--- src/rtl/key_pulse_repeater.sv ---
// key_pulse_repeater
// Multi-channel push-button front end for the clock/alarm setting logic.
// Each channel synchronises and debounces a raw button level. It emits a
// one-cycle pulse on the debounced press and can auto-repeat that pulse
// while the button stays held. All channels are independent and share clk.

`timescale 1ns/1ps

module key_pulse_repeater #(
  parameter int CHANNELS        = 4,
  parameter int DEBOUNCE_CYCLES = 4,
  parameter int REPEAT_DELAY    = 16,
  parameter int REPEAT_PERIOD   = 8
) (
  input  logic                clk,
  input  logic                rst_n,
  input  logic [CHANNELS-1:0] input_signal,
  input  logic [CHANNELS-1:0] repeat_en,
  output logic [CHANNELS-1:0] pulse,
  output logic [CHANNELS-1:0] held
);

  localparam int CNT_W   = $clog2(DEBOUNCE_CYCLES + 1);
  localparam int TMR_MAX = (REPEAT_DELAY > REPEAT_PERIOD) ? REPEAT_DELAY : REPEAT_PERIOD;
  localparam int TMR_W   = $clog2(TMR_MAX);

  localparam logic [CNT_W-1:0] CNT_LAST    = CNT_W'(DEBOUNCE_CYCLES - 1);
  localparam logic [TMR_W-1:0] DELAY_LAST  = TMR_W'(REPEAT_DELAY - 1);
  localparam logic [TMR_W-1:0] PERIOD_LAST = TMR_W'(REPEAT_PERIOD - 1);

  typedef enum logic [1:0] {
    IDLE   = 2'd0,
    DELAY  = 2'd1,
    REPEAT = 2'd2
  } state_e;

  for (genvar ch = 0; ch < CHANNELS; ch++) begin : g_chan
    logic             sync1_q;
    logic             sync2_q;
    logic [CNT_W-1:0] cnt_q;
    logic [CNT_W-1:0] cnt_d;
    logic             held_q;
    logic             held_d;
    logic             pulse_q;
    logic             pulse_d;
    state_e           state_q;
    state_e           state_d;
    logic [TMR_W-1:0] timer_q;
    logic [TMR_W-1:0] timer_d;
    logic             rise;
    logic             fall;

    // Debounce: accept a new level only after it has differed from held
    // for DEBOUNCE_CYCLES consecutive cycles; any agreeing cycle restarts.
    always_comb begin
      held_d = held_q;
      cnt_d  = '0;
      rise   = 1'b0;
      fall   = 1'b0;
      if (sync2_q != held_q) begin
        if (cnt_q == CNT_LAST) begin
          held_d = sync2_q;
          rise   = sync2_q;
          fall   = ~sync2_q;
        end else begin
          cnt_d = cnt_q + 1'b1;
        end
      end
    end

    // Press/repeat FSM: a release always wins over a due repeat pulse, and
    // every state change restarts the repeat timer from zero.
    always_comb begin
      state_d = state_q;
      timer_d = timer_q;
      pulse_d = 1'b0;
      if (fall) begin
        state_d = IDLE;
        timer_d = '0;
      end else begin
        case (state_q)
          IDLE: begin
            timer_d = '0;
            if (rise) begin
              state_d = DELAY;
              pulse_d = 1'b1;
            end
          end
          DELAY: begin
            if (!repeat_en[ch]) begin
              timer_d = '0;
            end else if (timer_q == DELAY_LAST) begin
              state_d = REPEAT;
              timer_d = '0;
              pulse_d = 1'b1;
            end else begin
              timer_d = timer_q + 1'b1;
            end
          end
          REPEAT: begin
            if (!repeat_en[ch]) begin
              state_d = DELAY;
              timer_d = '0;
            end else if (timer_q == PERIOD_LAST) begin
              timer_d = '0;
              pulse_d = 1'b1;
            end else begin
              timer_d = timer_q + 1'b1;
            end
          end
          default: begin
            state_d = IDLE;
            timer_d = '0;
          end
        endcase
      end
    end

    // Channel state register: synchroniser, debounce, FSM, timer and outputs.
    always_ff @(posedge clk or negedge rst_n) begin
      if (!rst_n) begin
        sync1_q <= 1'b0;
        sync2_q <= 1'b0;
        cnt_q   <= '0;
        held_q  <= 1'b0;
        pulse_q <= 1'b0;
        state_q <= IDLE;
        timer_q <= '0;
      end else begin
        sync1_q <= input_signal[ch];
        sync2_q <= sync1_q;
        cnt_q   <= cnt_d;
        held_q  <= held_d;
        pulse_q <= pulse_d;
        state_q <= state_d;
        timer_q <= timer_d;
      end
    end

    assign pulse[ch] = pulse_q;
    assign held[ch]  = held_q;
  end

endmodule

--- config.mk ---
export PLATFORM = sky130hd
export DESIGN_NAME = key_pulse_repeater
export DESIGN_NICKNAME = d
export VERILOG_FILES = /design/src/rtl/key_pulse_repeater.sv
export SDC_FILE = /design/constraint.sdc
export NUM_CORES = 1
export LEC_CHECK = 0
export CAP_MARGIN = 20
export CORE_ASPECT_RATIO = 1.75
export CORE_MARGIN = 8
export CORE_UTILIZATION = 49
export DETAILED_ROUTE_END_ITERATION = 16
export GPL_TIMING_DRIVEN = 0
export PLACE_DENSITY = 0.79
export SYNTH_ARGS = -nofsm -noshare
export SYNTH_HDL_FRONTEND = slang
export SYNTH_SLANG_ARGS = --single-unit
--- constraint.sdc ---
create_clock -name clk -period 3.2 [get_ports clk]
set_input_delay 0.64 -clock clk [delete_from_list [all_inputs] [get_ports clk]]
set_output_delay 0.64 -clock clk [all_outputs]
set_load 0.02 [all_outputs]
==> impl_metrics.json <==
{
  "place_inst": 375,
  "ant_nets": 0,
  "syn_area_mm2": 0.00286,
  "synthArstFlopShare_pct": 100,
  "syn-num-nets": 316,
  "start_kind": "flop",
  "post_cts_buffers": 0,
  "hpwl_um": 3820,
  "stdcell_count": 382,
  "holdBufCountCts": 0,
  "drt_wl_total_um": 5020,
  "final_hold_viol_count": 0,
  "grt.overflow.total": 0,
  "synth-seq-cells": 52,
  "fill_cells": 541,
  "tightest_slew_ns": 0.655,
  "vias_per_cell": 5.43,
  "min_period_ns": 2.19,
  "dieArea_mm2": 0.00864,
  "clkTransAtPathRegs_ns": 0.09,
  "peakVddDrop_mv": 0.351,
  "worstPathRequired_ns": 2.56,
  "row_count": 37,
  "netlist_instances": 279,
  "yosysUniqueCellTypes": 48,
  "h-tree-depth": 2,
  "reg2reg_slack_ns": 1.35,
  "drive_gt1_share_pct": 9.54,
  "crit_type": "flop to output port",
  "die_x_um": 73.8,
  "leakage_nw": 1.48,
  "seq_area_frac_synth_pct": 45.5,
  "gp_congestion": 0.822,
  "start_util_pct": 49.8,
  "top_layer_used": "met4",
  "vias": 2075,
  "wl_met2_um": 2780,
  "outcome": "finished clean",
  "power_w": 0.00219,
  "grt_max_degree": 29,
  "syn_avg_cell_area_um2": 10.3,
  "reg2reg_depth": 6,
  "wl_met1_um": 2020,
  "port_buffers": 17,
  "die_y_um": 117,
  "rsz0062_at_grt": "no",
  "syn2layout_area_growth_pct": 12.6,
  "fmax_mhz": 456,
  "setup_violations": 0,
  "cts_inserted_buffers": 5,
  "reg2reg_to": "g_chan[2].state_q[0]$_DFFE_PN0P_",
  "yosysWarningCount": 0,
  "fin_util_pct": 56.1,
  "drt-initial-drc-count": 120,
  "min_path_type": "flop to flop",
  "crit_end": "held[2]",
  "path_max_fanout": 6,
  "cts_tree": "yes",
  "clock-sinks": 52,
  "core_region_area_mm2": 0.00574,
  "clk_latency_ns": 0.31,
  "post_cts_resized": 0,
  "end_kind": "output port",
  "clock-root-buffer": "clkbuf_8",
  "setup_tns_ns": 0,
  "dr.pass1.iters": 4,
  "grt_first_pass_wirelength_um": 9050,
  "crit_arrival_ns": 1.55,
  "antenna_found_initial": 0,
  "nets": 341,
  "ys.flop_type": "dfrtp_1",
  "clk_path_buf_depth": 2,
  "skew_ns": 0.0119,
  "cap_violations": 0,
  "routedWlPerCell_um": 13.2,
  "drv_slew": 0,
  "grt_pass1_vias": 2159,
  "n_antenna_cell": 0,
  "drc": 0,
  "routed-wl-met3_um": 123,
  "timing.rr.start": "g_chan[2].state_q[0]$_DFFE_PN0P_",
  "fin_crit_sh_pct": 68.5,
  "synth_edf_count": 0,
  "critPathLaunch": "g_chan[2].held_q$_DFFE_PN0P_",
  "grt_use_total_pct": 13.2,
  "power.density_mw_per_mm2": 680,
  "slew_headroom_pct": 56.4,
  "num_io_pins": 18
}
-- how the worst min path moves through the flow --
stage	end	slack [ns]	cells past startpoint	startpoint
after CTS	g_chan[0].sync2_q$_DFF_PN0_	0.36	0	g_chan[0].sync1_q$_DFF_PN0_
after global placement	g_chan[0].sync2_q$_DFF_PN0_	0.33	0	g_chan[0].sync1_q$_DFF_PN0_
after global routing	g_chan[0].sync2_q$_DFF_PN0_	0.36	0	g_chan[0].sync1_q$_DFF_PN0_
after floorplan	g_chan[0].sync2_q$_DFF_PN0_	0.33	0	g_chan[0].sync1_q$_DFF_PN0_
final	g_chan[0].sync2_q$_DFF_PN0_	0.35	0	g_chan[0].sync1_q$_DFF_PN0_
after detailed placement	g_chan[3].sync2_q$_DFF_PN0_	0.33	0	g_chan[3].sync1_q$_DFF_PN0_
-- synth_stat cells, drive strengths merged, types with 2 or more instances --
cell,instances,area (um2)
a2111oi,2,25.0
a21o,6,45.0
a21oi,17,85.1
a32o,2,20.0
and2,6,37.5
and3,4,25.0
buf,12,91.3
dfrtp,52,1300
ha,27,338
inv,14,52.6
mux2,2,22.5
nand2,15,56.3
nand2b,2,12.5
nand3,14,70.1
nand4,3,31.3
nand4bb,2,22.5
nor2,16,60.1
nor2b,5,31.3
nor3,14,70.1
nor3b,11,82.6
nor4,3,18.8
o21ai,13,65.1
o21bai,3,22.5
o31ai,2,15.0
or2,2,12.5
or3,3,18.8
xnor2,11,96.3
-- critical path: stages (launching register included) --
cell             delay (ns)
dfrtp_1                0.50
buf_4                  0.16
clkdlybuf4s50_1        0.59
-- logic make-up after synthesis --
logic type                 after synthesis  synth area share (%)
buffers and inverters                   27                  5.16
and+or+nand+nor                        104                  20.4
DFF                                     52                  45.5
muxes                                    3                  1.14
AOI/OAI and AO/OA                       55                  12.6
adders and majority gates               27                  11.8
xor gates and xnor gates                11                  3.37
-- cells in the final DEF (no fill, tap or decap), types with 2 or more instances in the layout --
| cell type | n |
|---|---|
| dfrtp_1 | 52 |
| ha_1 | 27 |
| a21oi_1 | 17 |
| nor2_1 | 16 |
| clkdlybuf4s50_1 | 16 |
| nand2_1 | 15 |
| inv_1 | 14 |
| nor3_1 | 14 |
| nand3_1 | 14 |
| xnor2_1 | 11 |
| nor3b_1 | 11 |
| o21ai_0 | 11 |
| buf_4 | 10 |
| a21o_1 | 6 |
| and2_1 | 6 |
| nor2b_1 | 5 |
| clkbuf_8 | 5 |
| and3_1 | 4 |
| o21bai_1 | 3 |
| nor4_1 | 3 |
| or3_1 | 3 |
| o31ai_1 | 2 |
| buf_2 | 2 |
| clkbuf_1 | 2 |
| or2_2 | 2 |
| nand2b_1 | 2 |
| nand4_2 | 2 |
| o21ai_1 | 2 |
| a32o_1 | 2 |
| nand4bb_1 | 2 |
| mux2_2 | 2 |
-- cell type report --
| type | instances | area (um2) | area share, % |
|---|---|---|---|
| Multi-Input combinational cell | 200 | 1410 | 43.8 |
| Timing Repair Buffer | 18 | 185 | 5.75 |
| Inverter | 14 | 52.6 | 1.63 |
| Sequential cell | 52 | 1300 | 40.4 |
| Buffer | 13 | 95.1 | 2.95 |
| Clock inverter | 1 | 5.00 | 0.155 |
| Tap cell | 78 | 97.6 | 3.03 |
| Clock buffer | 6 | 72.6 | 2.25 |
-- registers in the layout, summed over array words and instances (netlist names) --
| signal | flops |
|---|---|
| g_chan.timer_q | 16 |
| g_chan.pulse_q | 4 |
| g_chan.state_q | 8 |
| g_chan.cnt_q | 12 |
| g_chan.held_q | 4 |
| g_chan.sync1_q | 4 |
| g_chan.sync2_q | 4 |
-- power breakdown --
group	internal, W	total (W)	switching [W]	leakage, nW
sequential	0.000794	0.000925	0.000131	0.680
combinational	0.000432	0.000910	0.000478	0.760
clock	0.000149	0.000354	0.000205	0.0410
-- stage by stage --
| stage | hold WS [ns] | area, um2 | worst slack, ns |
|---|---|---|---|
| after floorplan | 0.331 | 2860 | 1.55 |
| after global placement | 0.334 | 3130 | -0.0724 |
| after detailed placement | 0.335 | 3140 | 1.00 |
| after CTS | 0.356 | 3220 | 1.00 |
| after global routing | 0.364 | 3220 | 0.943 |
| final | 0.353 | 3220 | 1.01 |
-- metal layers --
metal / GRT usage, % / vias up
li1: - / 1025
met1: 13.5 / 1017
met2: 24.2 / 25
met3: 2.65 / 8
met4: 7.11 / 0
met5: 0 / -
Power figures use the tool's default switching activity.
